<file path="src/rtl/ysyx_22040931_lsu_ctrl_pkg.sv">
// Shared encodings for the LSU sequencer: decoder load/store ops, FSM states, access sizes.
package ysyx_22040931_lsu_ctrl_pkg;

  localparam logic [2:0] MEMROP_NONE = 3'b000;
  localparam logic [2:0] MEMROP_LB   = 3'b001;
  localparam logic [2:0] MEMROP_LH   = 3'b010;
  localparam logic [2:0] MEMROP_LW   = 3'b011;
  localparam logic [2:0] MEMROP_LD   = 3'b100;
  localparam logic [2:0] MEMROP_LBU  = 3'b101;
  localparam logic [2:0] MEMROP_LHU  = 3'b110;
  localparam logic [2:0] MEMROP_LWU  = 3'b111;

  localparam logic [2:0] MEMWOP_NONE = 3'b000;
  localparam logic [2:0] MEMWOP_SB   = 3'b001;
  localparam logic [2:0] MEMWOP_SH   = 3'b010;
  localparam logic [2:0] MEMWOP_SW   = 3'b011;
  localparam logic [2:0] MEMWOP_SD   = 3'b100;

  typedef enum logic [1:0] {ST_IDLE, ST_REQ, ST_WAIT, ST_DONE} lsu_state_e;
  typedef enum logic [1:0] {SZ_B, SZ_H, SZ_W, SZ_D} lsu_size_e;

  function automatic lsu_size_e rop_size(input logic [2:0] rop);
    case (rop)
      MEMROP_LH, MEMROP_LHU: rop_size = SZ_H;
      MEMROP_LW, MEMROP_LWU: rop_size = SZ_W;
      MEMROP_LD:             rop_size = SZ_D;
      default:               rop_size = SZ_B;
    endcase
  endfunction

  function automatic lsu_size_e wop_size(input logic [2:0] wop);
    case (wop)
      MEMWOP_SH: wop_size = SZ_H;
      MEMWOP_SW: wop_size = SZ_W;
      MEMWOP_SD: wop_size = SZ_D;
      default:   wop_size = SZ_B;
    endcase
  endfunction

  function automatic logic misaligned(input lsu_size_e sz, input logic [2:0] off);
    case (sz)
      SZ_H:    misaligned = off[0];
      SZ_W:    misaligned = |off[1:0];
      SZ_D:    misaligned = |off;
      default: misaligned = 1'b0;
    endcase
  endfunction

endpackage

</file>
<file path="src/rtl/ysyx_22040931_lsu_fmt.sv">
// Combinational byte-lane formatting: load extract/extend and store shift/mask.
module ysyx_22040931_lsu_fmt
  import ysyx_22040931_lsu_ctrl_pkg::*;
(
  input  logic [2:0]  ld_off,
  input  logic [2:0]  ld_op,
  input  logic [63:0] rdata,
  output logic [63:0] ld_val,
  input  logic [2:0]  st_off,
  input  logic [2:0]  st_op,
  input  logic [63:0] st_data,
  output logic [63:0] wdata,
  output logic [7:0]  wmask
);

  logic [63:0] lane;
  logic [7:0]  mask_base;

  always_comb begin
    lane = rdata >> {ld_off, 3'b000};
    case (ld_op)
      MEMROP_LB:  ld_val = {{56{lane[7]}}, lane[7:0]};
      MEMROP_LH:  ld_val = {{48{lane[15]}}, lane[15:0]};
      MEMROP_LW:  ld_val = {{32{lane[31]}}, lane[31:0]};
      MEMROP_LD:  ld_val = lane;
      MEMROP_LBU: ld_val = {56'd0, lane[7:0]};
      MEMROP_LHU: ld_val = {48'd0, lane[15:0]};
      MEMROP_LWU: ld_val = {32'd0, lane[31:0]};
      default:    ld_val = '0;
    endcase
  end

  always_comb begin
    case (st_op)
      MEMWOP_SB: mask_base = 8'h01;
      MEMWOP_SH: mask_base = 8'h03;
      MEMWOP_SW: mask_base = 8'h0F;
      MEMWOP_SD: mask_base = 8'hFF;
      default:   mask_base = 8'h00;
    endcase
    wdata = st_data << {st_off, 3'b000};
    wmask = mask_base << st_off;
  end

endmodule

</file>
<file path="src/rtl/ysyx_22040931_lsu_ctrl.sv">
// Multi-cycle load/store sequencer between decoder memory controls and a valid/ready bus.
// state | meaning: IDLE accept access | REQ request on bus | WAIT await response (drain after flush) | DONE one-cycle completion
module ysyx_22040931_lsu_ctrl
  import ysyx_22040931_lsu_ctrl_pkg::*;
#(
  parameter int ADDR_W  = 64,
  parameter int DATA_W  = 64,
  parameter int TIMEOUT = 255
) (
  input  logic              clk,
  input  logic              rst,
  input  logic              mem_ena,
  input  logic              mem_wr,
  input  logic [2:0]        memrop,
  input  logic [2:0]        memwop,
  input  logic [ADDR_W-1:0] addr,
  input  logic [DATA_W-1:0] st_data,
  input  logic              flush,
  output logic              stall,
  output logic              done,
  output logic [DATA_W-1:0] ld_data,
  output logic              err,
  output logic              bus_req_valid,
  input  logic              bus_req_ready,
  output logic              bus_req_wr,
  output logic [ADDR_W-1:0] bus_req_addr,
  output logic [DATA_W-1:0] bus_req_wdata,
  output logic [7:0]        bus_req_wmask,
  input  logic              bus_rsp_valid,
  input  logic [DATA_W-1:0] bus_rsp_rdata
);

  localparam int CNT_W   = (TIMEOUT > 1) ? $clog2(TIMEOUT + 1) : 1;
  localparam int TMO_LIM = (TIMEOUT > 0) ? TIMEOUT - 1 : 0;
  localparam bit TMO_EN  = (TIMEOUT != 0);

  lsu_state_e  state_q, state_d;
  logic [CNT_W-1:0] cnt_q;
  logic        drain_q;
  logic [2:0]  rop_q, off_q;
  logic        access, misal, tmo, kill;
  logic [63:0] ld_fmt, st_wdata;
  logic [7:0]  st_wmask;

  // Unknown store ops and "load with no op" are not accesses at all.
  assign access = mem_ena & ~flush &
                  (mem_wr ? (memwop != MEMWOP_NONE && memwop <= MEMWOP_SD)
                          : (memrop != MEMROP_NONE));
  assign misal  = misaligned(mem_wr ? wop_size(memwop) : rop_size(memrop), addr[2:0]);
  assign tmo    = TMO_EN && (cnt_q >= CNT_W'(TMO_LIM));
  assign kill   = drain_q | flush;

  ysyx_22040931_lsu_fmt u_fmt (
    .ld_off  (off_q),
    .ld_op   (rop_q),
    .rdata   (bus_rsp_rdata),
    .ld_val  (ld_fmt),
    .st_off  (addr[2:0]),
    .st_op   (memwop),
    .st_data (st_data),
    .wdata   (st_wdata),
    .wmask   (st_wmask)
  );

  always_comb begin
    state_d = state_q;
    stall   = 1'b0;
    case (state_q)
      ST_IDLE: begin
        stall = access;
        if (access) state_d = misal ? ST_DONE : ST_REQ;
      end
      ST_REQ: begin
        stall = 1'b1;
        if (bus_req_ready)  state_d = ST_WAIT;
        else if (flush)     state_d = ST_IDLE;
        else if (tmo)       state_d = ST_DONE;
      end
      ST_WAIT: begin
        stall = 1'b1;
        if (bus_rsp_valid || tmo) state_d = kill ? ST_IDLE : ST_DONE;
      end
      default: state_d = ST_IDLE;
    endcase
  end

  assign done          = (state_q == ST_DONE);
  assign bus_req_valid = (state_q == ST_REQ);

  always_ff @(posedge clk) begin
    if (rst) begin
      state_q       <= ST_IDLE;
      cnt_q         <= '0;
      drain_q       <= 1'b0;
      rop_q         <= MEMROP_NONE;
      off_q         <= '0;
      err           <= 1'b0;
      ld_data       <= '0;
      bus_req_wr    <= 1'b0;
      bus_req_addr  <= '0;
      bus_req_wdata <= '0;
      bus_req_wmask <= '0;
    end else begin
      state_q <= state_d;
      case (state_q)
        ST_IDLE: if (access) begin
          rop_q         <= mem_wr ? MEMROP_NONE : memrop;
          off_q         <= addr[2:0];
          cnt_q         <= '0;
          drain_q       <= 1'b0;
          err           <= misal;
          ld_data       <= '0;
          bus_req_wr    <= mem_wr;
          bus_req_addr  <= {addr[ADDR_W-1:3], 3'b000};
          bus_req_wdata <= mem_wr ? st_wdata : '0;
          bus_req_wmask <= mem_wr ? st_wmask : 8'h00;
        end
        ST_REQ, ST_WAIT: begin
          cnt_q   <= cnt_q + CNT_W'(1);
          // A flush accepted together with ready still owes the bus a response.
          drain_q <= kill && (state_d == ST_WAIT);
          if (state_d == ST_DONE) begin
            if (state_q == ST_WAIT && bus_rsp_valid) begin
              err     <= 1'b0;
              ld_data <= bus_req_wr ? '0 : ld_fmt;
            end else begin
              err     <= 1'b1;
              ld_data <= '0;
            end
          end
        end
        default: ;
      endcase
    end
  end

endmodule
</file>
<file path="config.mk">
export PLATFORM = sky130hd
export DESIGN_NAME = ysyx_22040931_lsu_ctrl
export DESIGN_NICKNAME = d
export VERILOG_FILES = /design/src/rtl/ysyx_22040931_lsu_ctrl_pkg.sv /design/src/rtl/ysyx_22040931_lsu_fmt.sv /design/src/rtl/ysyx_22040931_lsu_ctrl.sv
export SDC_FILE = /design/constraint.sdc
export NUM_CORES = 1
export LEC_CHECK = 0
export ABC_AREA = 1
export CORE_AREA = 2 2 159 161
export CTS_CLUSTER_DIAMETER = 100
export DETAILED_ROUTE_END_ITERATION = 7
export DIE_AREA = 0 0 161 163
export DONT_BUFFER_PORTS = 1
export GPL_ROUTABILITY_DRIVEN = 0
export PLACE_DENSITY_LB_ADDON = 0.05
export SLEW_MARGIN = 20
export SYNTH_ARGS = -nofsm -noshare
export SYNTH_HDL_FRONTEND = slang
export SYNTH_SLANG_ARGS = --single-unit
export TNS_END_PERCENT = 20
</file>
<file path="constraint.sdc">
create_clock -name clk -period 3.34 [get_ports clk]
set_clock_uncertainty 0.1 [all_clocks]
set_input_delay 0.835 -clock clk [delete_from_list [all_inputs] [get_ports clk]]
set_output_delay 0.835 -clock clk [all_outputs]
set_load 0.005 [all_outputs]
</file>
; Word level (Yosys, flattened, before mapping)
; Index checks and enable logic that the tools add are counted.
[classes]
add_sub_neg = 1
order_cmp = 2
n_eq_ne = 26
shifts = 3
n_mux = 32
n_bitwise = 4
reduce_logical = 16
[ops]
columns = op, count
row1 = $pmux 64 s7, 1
row2 = $mux 64, 5
row3 = $pmux 64 s2, 1
row4 = $shl 64x6->64, 1
row5 = $shr 64x6->64, 1
row6 = $pmux 8 s4, 1
row7 = $eq 3x3->1 const B, 8
row8 = $eq 3x2->1 const B, 6
row9 = $pmux 2 s3, 3
row10 = $mux 2, 8
row11 = $mux 8, 2
row12 = $pmux 8 s2, 1
row13 = $eq 2x2->1 const B, 6
row14 = $add 8x1->8 const B, 1
row15 = $ge 8x8->1 const B, 1
row16 = $reduce_or 2->1, 4
row17 = $shl 8x3->8, 1
row18 = $eq 3x1->1 const B, 2
row19 = $pmux 1 s2, 3
row20 = $reduce_bool 3->1, 2
row21 = $mux 1, 5
row22 = $eq 2x1->1 const B, 2
row23 = $reduce_and 2->1, 2
row24 = $le 3x3->1 const B, 1
row25 = 13 further kinds, 16
[totals]
regBits = 216
output_inout_bits = 205
word_cells = 95

; Depth between registers and ports, before layout
; Gate-level depths: netlist of run 1.
[depth]
word_depth = 12
mapped_depth = 17
mapped_depth_nobuf = 16

; Modules after synthesis
; From an unflattened synthesis of run 1, not the netlist that was laid out.
[hier_totals]
cells_unflattened = 2086
hier_area_um2 = 12861.1
[modules_own_cells]
columns = module, instances, cells_per_inst, area_each_um2, seq_area_each_um2
row1 = ysyx_22040931_lsu_ctrl, 1, 1219, 8649.5, 4324.1
row2 = ysyx_22040931_lsu_fmt, 1, 867, 4211.5, 0.0

; Least setup slack after synthesis of run 1
; Ideal clock, no wire load.
[synth_timing]
path_type = input to output
from = input memwop[0]
to = output stall
arrival_time_ns = 2.338
slack_ns = 0.067
stages = 12
path_buffers = 3
path_cell_list = nor2_2 > ha_1 > nand2_1 > inv_2 > nor2_1 > nand2_2 > nor2_4 > inv_2 > buf_2 > buf_2 > clkbuf_1 > a21oi_1
[synth_via]
elab_chain_cells = 5
[synth_lines]
columns = element, line_no
row1 = "start, declared", ysyx_22040931_lsu_ctrl.sv:15  ; input logic [2:0] memwop,
row2 = $le 3x3->1 or $reduce_bool 3->1 (tied branches), ysyx_22040931_lsu_ctrl.sv:47  ; (mem_wr ? (memwop != MEMWOP_NONE && memwop <= MEMWOP_SD)
row3 = $logic_and 1x1->1 (*), ysyx_22040931_lsu_ctrl.sv:47
row4 = $mux 1 (*), ysyx_22040931_lsu_ctrl.sv:47
row5 = $and 1x1->1 (*), ysyx_22040931_lsu_ctrl.sv:46  ; assign access = mem_ena & ~flush &
row6 = $pmux 1 s2 (*), ysyx_22040931_lsu_ctrl.sv:68  ; case (state_q)
row7 = "end, declared", ysyx_22040931_lsu_ctrl.sv:19  ; output logic stall,
; Every way passes the cells marked *; elsewhere a longest branch is shown, timed or not.

; Worst setup path after layout of run 1
; Ends and elaborated chain as after synthesis.

==> reports/metrics.csv, run 1 <==
metric,value,unit
fp.dieW,161,microns
powerDensity,570,nW/um^2
startpoint_type,primary input,
setup_viol,0,
cp.arrival,2130,ps
num_rows,58,
core_area,24700,sq um
rsz0062_at_grt,false,
cp_max_fo,7,
fin_total_pwr,7440,uW
cts_resized,0,
max_freq,327,MHz
r2r_end,ld_data[2]$_SDFFE_PP0P_,
drive_above_1_share,6.66,%
critical_path.startpoint,memwop[0],
clk_latency,520,ps
outcome,"finished, final reports clean",
track_usage,29.5,%
grt_pass1_vias,11519,
maxCapViolations,0,
ys_seq_area_share,35.5,%
synth_warnings,0,
clockBufferDepth,3,
dr.pass1.iters,7,
netlist_area,12200,sq um
finalHoldViolCount,0,
mostFrequentLayoutCells,"nand2_1 (494), nor2_1 (344), dfxtp_1 (214)",
routed_wl,40.5,mm
post-route-period-util,91.6,%
peakVddDrop,386,uV
cts_tree,built,
worstPathRequired,2400,ps
fp.dieH,163,microns
antenna_cells,0,
synthCells,1929,
num_io_pins,410,
drc_errors,0,
ys_async_sr_fraction,0,%
slowest_stage,ha_1,
syn_area_per_cell,6.31,sq um
wl_per_cell,18.5,microns
hold_class,in -> reg,
cts_sinks,216,
clk_pin_slew_worst_paths,60,ps
crit_end,stall,
fin_nets,2058,
grt_pass1_wl,62.2,mm
drtIter0Drc,863,
cts_setup_buffers,0,
p_leak,0.00562,uW
worstReg2RegStart,state_q[1]$_SDFF_PP0_,
antenna_found_initial,0,
endpoint_kind,primary output,
synth_edf_count,0,
grt_start_max_net_pins,79,
maxSlewHeadroom,53.0,%
numCtsBuffers,24,
ys_ff_latch,216,
ctsHoldBuffers,0,
io_buffer_count,0,
final_common_cell,nand2_1,
start_util,49.3,%
ant_nets,0,
htreeDepth,1,
synth-main-ff-cell,dfxtp_1,
slew_violations,0,
tightest_slew,697,ps
post-route-min-period,3060,ps
tns,0,ps
vias_per_cell,5.58,
syn_to_final_growth,7.36,%
crit_path_cell_trace,nor2_2 > ha_1 > nand2_1 > inv_2 > nor2_1 > nand2_2 > nor2_4 > inv_4 > a21oi_1 > buf_4,
hpwl,29.7,mm
die_area,26200,sq um
clock_tree.root_cell,clkbuf_16,
rr_worst_depth,10,
grt_remaining_overflow,0,
crit_type,in -> out,
ys_types,45,
r2r_setup_slack,830,ps
via_count,12238,
slowest_delay,270,ps
-- cell usage after synthesis, types with 11 or more instances --
cell,instances,area share [%]
a21oi_1,122,5.0
a31oi_1,38,2.0
buf_1,13,0.40
buf_2,44,1.8
buf_4,12,0.74
clkbuf_1,76,2.3
dfxtp_1,216,36
inv_1,107,3.3
inv_2,11,0.34
mux2i_1,18,1.5
nand2_1,494,15
nand3_1,86,3.5
nand4_1,22,1.1
nor2_1,344,11
o211ai_1,33,2.0
o21ai_0,164,6.7
o21ai_1,19,0.78
o22ai_1,18,0.93
or2_2,16,0.82
-- worst min-delay path by stage --
stage	startpoint	endpoint	slack (ps)	cells after the start
after floorplan	cnt_q[0]$_SDFFE_PP0P_	cnt_q[0]$_SDFFE_PP0P_	350	1
after global placement	bus_req_wdata[2]$_SDFFE_PP0P_	bus_req_wdata[2]$_SDFFE_PP0P_	370	2
after detailed placement	bus_req_wdata[2]$_SDFFE_PP0P_	bus_req_wdata[2]$_SDFFE_PP0P_	370	2
after CTS	rst	bus_req_wdata[5]$_SDFFE_PP0P_	270	1
after global routing	rst	bus_req_wdata[10]$_SDFFE_PP0P_	260	1
final	rst	bus_req_wmask[0]$_SDFFE_PP0P_	300	1
-- flip-flops by register name, indices dropped and copies added, names as in the netlist --
name,cells
bus_req_wdata,64
ld_data,64
bus_req_addr,61
bus_req_wmask,8
cnt_q,8
off_q,3
rop_q,3
state_q,2
bus_req_wr,1
drain_q,1
err,1
-- area by class of cell --
type	count	area, sq um
Sequential cell	216	4330
Inverter	120	454
Clock inverter	9	106
Tap cell	330	413
Clock buffer	33	674
Fill cell	2581	11600
Timing Repair Buffer	38	373
Multi-Input combinational cell	1446	6710
-- stage by stage --
step | hold WS, ps | worst slack, ps | util [%] | instance area, sq um | instances
4_1_cts | 266 | 276 | 52.9 | 13100 | 2192
6_report | 295 | 280 | 52.9 | 13100 | 2192
3_5_place_dp | 373 | 277 | 49.8 | 12300 | 2150
3_3_place_gp | 370 | 301 | 49.8 | 12300 | 2150
5_1_grt | 262 | 103 | 52.9 | 13100 | 2192
2_1_floorplan | 347 | 67.3 | - | 12200 | 1931
-- where the power goes --
part / leakage, uW / total, uW / internal, uW / switching (uW)
combinational: 0.00346 / 1680 / 591 / 1090
sequential: 0.00176 / 3110 / 2850 / 255
clock: 0.000389 / 2650 / 1560 / 1090
-- routing by layer --
layer,up-vias,global-route usage [%],wire (microns)
met1,5582,32.5,15100
met3,89,9.24,3660
met4,0,12.2,1650
li1,6119,-,-
met2,448,52.5,20100
met5,-,0,0
-- critical path: cells and delay by family --
| kind | cells | cell delay, ps |
|---|---|---|
| fa+ha+maj | 1 | 270 |
| simple gates | 5 | 630 |
| compound gates | 1 | 150 |
| buf+inv | 3 | 250 |
-- cells by family after synthesis --
logic type,after synthesis,synth area share [%]
and+or+nand+nor,989,33.0
other,1,0.0308
DFF,216,35.5
adders and majority gates,7,0.720
buffers and inverters,269,9.37
xor gates and xnor gates,2,0.144
muxes,18,1.48
AOI/OAI and AO/OA,427,19.7
No activity file was read; power rests on OpenSTA's default activity.
==> run 2, diff against run 1 <==
Clock period 3.34 ns to 3.47 ns, I/O delays scaled along.
==> run 2 against run 1 <==
Via count is essentially flat. Worst hold slack gained 31 ps. Sequential share of layout area shrank 0.22 points. Sequential power shrank 4%. Largest cell class unchanged. Utilization grew 0.36 points. Combinational power shrank 5%. Die area is the same. Global-route usage grew 0.29 points. Final cell count shrank 0.18%. Routed wire length grew 0.79%. Register-to-register slack lost 70 ps. Clock power grew 11%.
==> reports/metrics.csv, run 2 (same netlist as run 1, synthesis figures left out) <==
metric,value,unit
fin_nets,2052,
endpoint_kind,primary output,
slew_violations,0,
numCtsBuffers,24,
outcome,"finished, final reports clean",
cp_max_fo,8,
hpwl,29.7,mm
fp.dieH,163,microns
drive_above_1_share,6.57,%
clock_tree.root_cell,clkbuf_16,
startpoint_type,primary input,
core_area,24700,sq um
routed_wl,40.8,mm
drc_errors,0,
cts_setup_buffers,0,
die_area,26200,sq um
wl_per_cell,18.7,microns
slowest_delay,270,ps
post-route-min-period,3160,ps
tightest_slew,1080,ps
crit_type,in -> out,
io_buffer_count,0,
n_fill_cell,2569,
num_rows,58,
powerDensity,573,nW/um^2
multiInputGateArea,6710,sq um
start_util,49.3,%
cts_resized,0,
via_count,12233,
grt_pass1_vias,11520,
setup_viol,0,
grt_remaining_overflow,0,
grt_start_max_net_pins,99,
ant_nets,0,
max_freq,316,MHz
crit_path_cell_trace,nor2_2 > ha_1 > nand2_1 > inv_2 > nor2_1 > nand2_2 > nor2_4 > inv_4 > a21oi_1 > buf_4,
tns,0,ps
largestRegisters,"bus_req_wdata (64), ld_data (64), bus_req_addr (61)",
cp.arrival,2190,ps
maxSlewHeadroom,27.8,%
ctsHoldBuffers,0,
clk_latency,520,ps
maxCapViolations,0,
mostFrequentLayoutCells,"nand2_1 (494), nor2_1 (344), dfxtp_1 (214)",
cts_sinks,216,
track_usage,29.8,%
slowest_stage,ha_1,
hold_class,in -> reg,
post-route-period-util,91.1,%
rsz0062_at_grt,false,
crit_family,simple AND/OR/NAND/NOR gates,
dr.pass1.iters,5,
fp.dieW,161,microns
syn_to_final_growth,8.10,%
num_io_pins,410,
p_leak,0.00565,uW
register_area,4330,sq um
peakVddDrop,409,uV
worstPathRequired,2500,ps
finalHoldViolCount,0,
grt_pass1_wl,62.7,mm
fin_total_pwr,7530,uW
final_common_cell,nand2_1,
clockBufferDepth,3,
drtIter0Drc,914,
htreeDepth,1,
vias_per_cell,5.59,
antenna_found_initial,1,
path_buf_inv,3,
clk_pin_slew_worst_paths,70,ps
cts_tree,built,
-- run 2: cell count changes in the layout (fill, tap and decap cells not counted), sizes merged --
cell and delta:
buf -6, bufinv +4, clkinv -4, clkbuf +1, diode +1
-- run 2: where the power goes --
group	switching, uW	leakage [uW]	internal (uW)
clock	1060	0.000455	1880
sequential	252	0.00176	2740
combinational	1040	0.00343	552
-- run 2: through the flow --
step	std cells	hold WS, ps	utilization [%]	cell area [sq um]	setup WS [ps]
floorplan	1931	347	-	12200	132
global placement	2144	372	49.5	12200	267
global route	2188	307	53.3	13100	103
CTS	2187	306	53.3	13100	309
detailed placement	2144	375	49.5	12200	224
finish	2188	326	53.3	13100	309
-- run 2: metal layers --
| layer | GRT usage [%] | vias to the layer above | wire, microns |
|---|---|---|---|
| met3 | 8.51 | 93 | 3550 |
| met1 | 33.5 | 5573 | 15200 |
| met4 | 11.4 | 0 | 1550 |
| li1 | - | 6111 | - |
| met2 | 53.3 | 456 | 20500 |
| met5 | 0 | - | 0 |
-- run 2: worst register-to-register path: stages, from the launching register on --
cell     delay, ps
dfxtp_1        400
inv_1          110
ha_1           410
nand3_1        130
nor2_1         160
o21a_1         440
buf_4          320
o21ai_0        120
a21oi_1        260
nor2_1          90
nor2_1         100
-- run 2: path summary, 6_finish.rpt --
| kind | startpoint | endpoint | slack (ps) | cells after the start |
|---|---|---|---|---|
| max | memwop[0] | stall | 310 | 10 |
| min | rst | bus_req_wdata[4]$_SDFFE_PP0P_ | 330 | 1 |
| max reg2reg | state_q[1]$_SDFF_PP0_ | ld_data[5]$_SDFFE_PP0P_ | 760 | 10 |
| min reg2reg | bus_req_wdata[28]$_SDFFE_PP0P_ | bus_req_wdata[28]$_SDFFE_PP0P_ | 390 | 2 |
-- run 2: area by class of cell --
class,instances,area share [%]
clock buffers,34,5.46
flip-flops and latches,216,32.9
clock inverters,9,1.57
multi-input cells,1446,51.1
repair buffers,32,2.40
inverters,120,3.45
well taps,330,3.14
diodes,1,0.0190
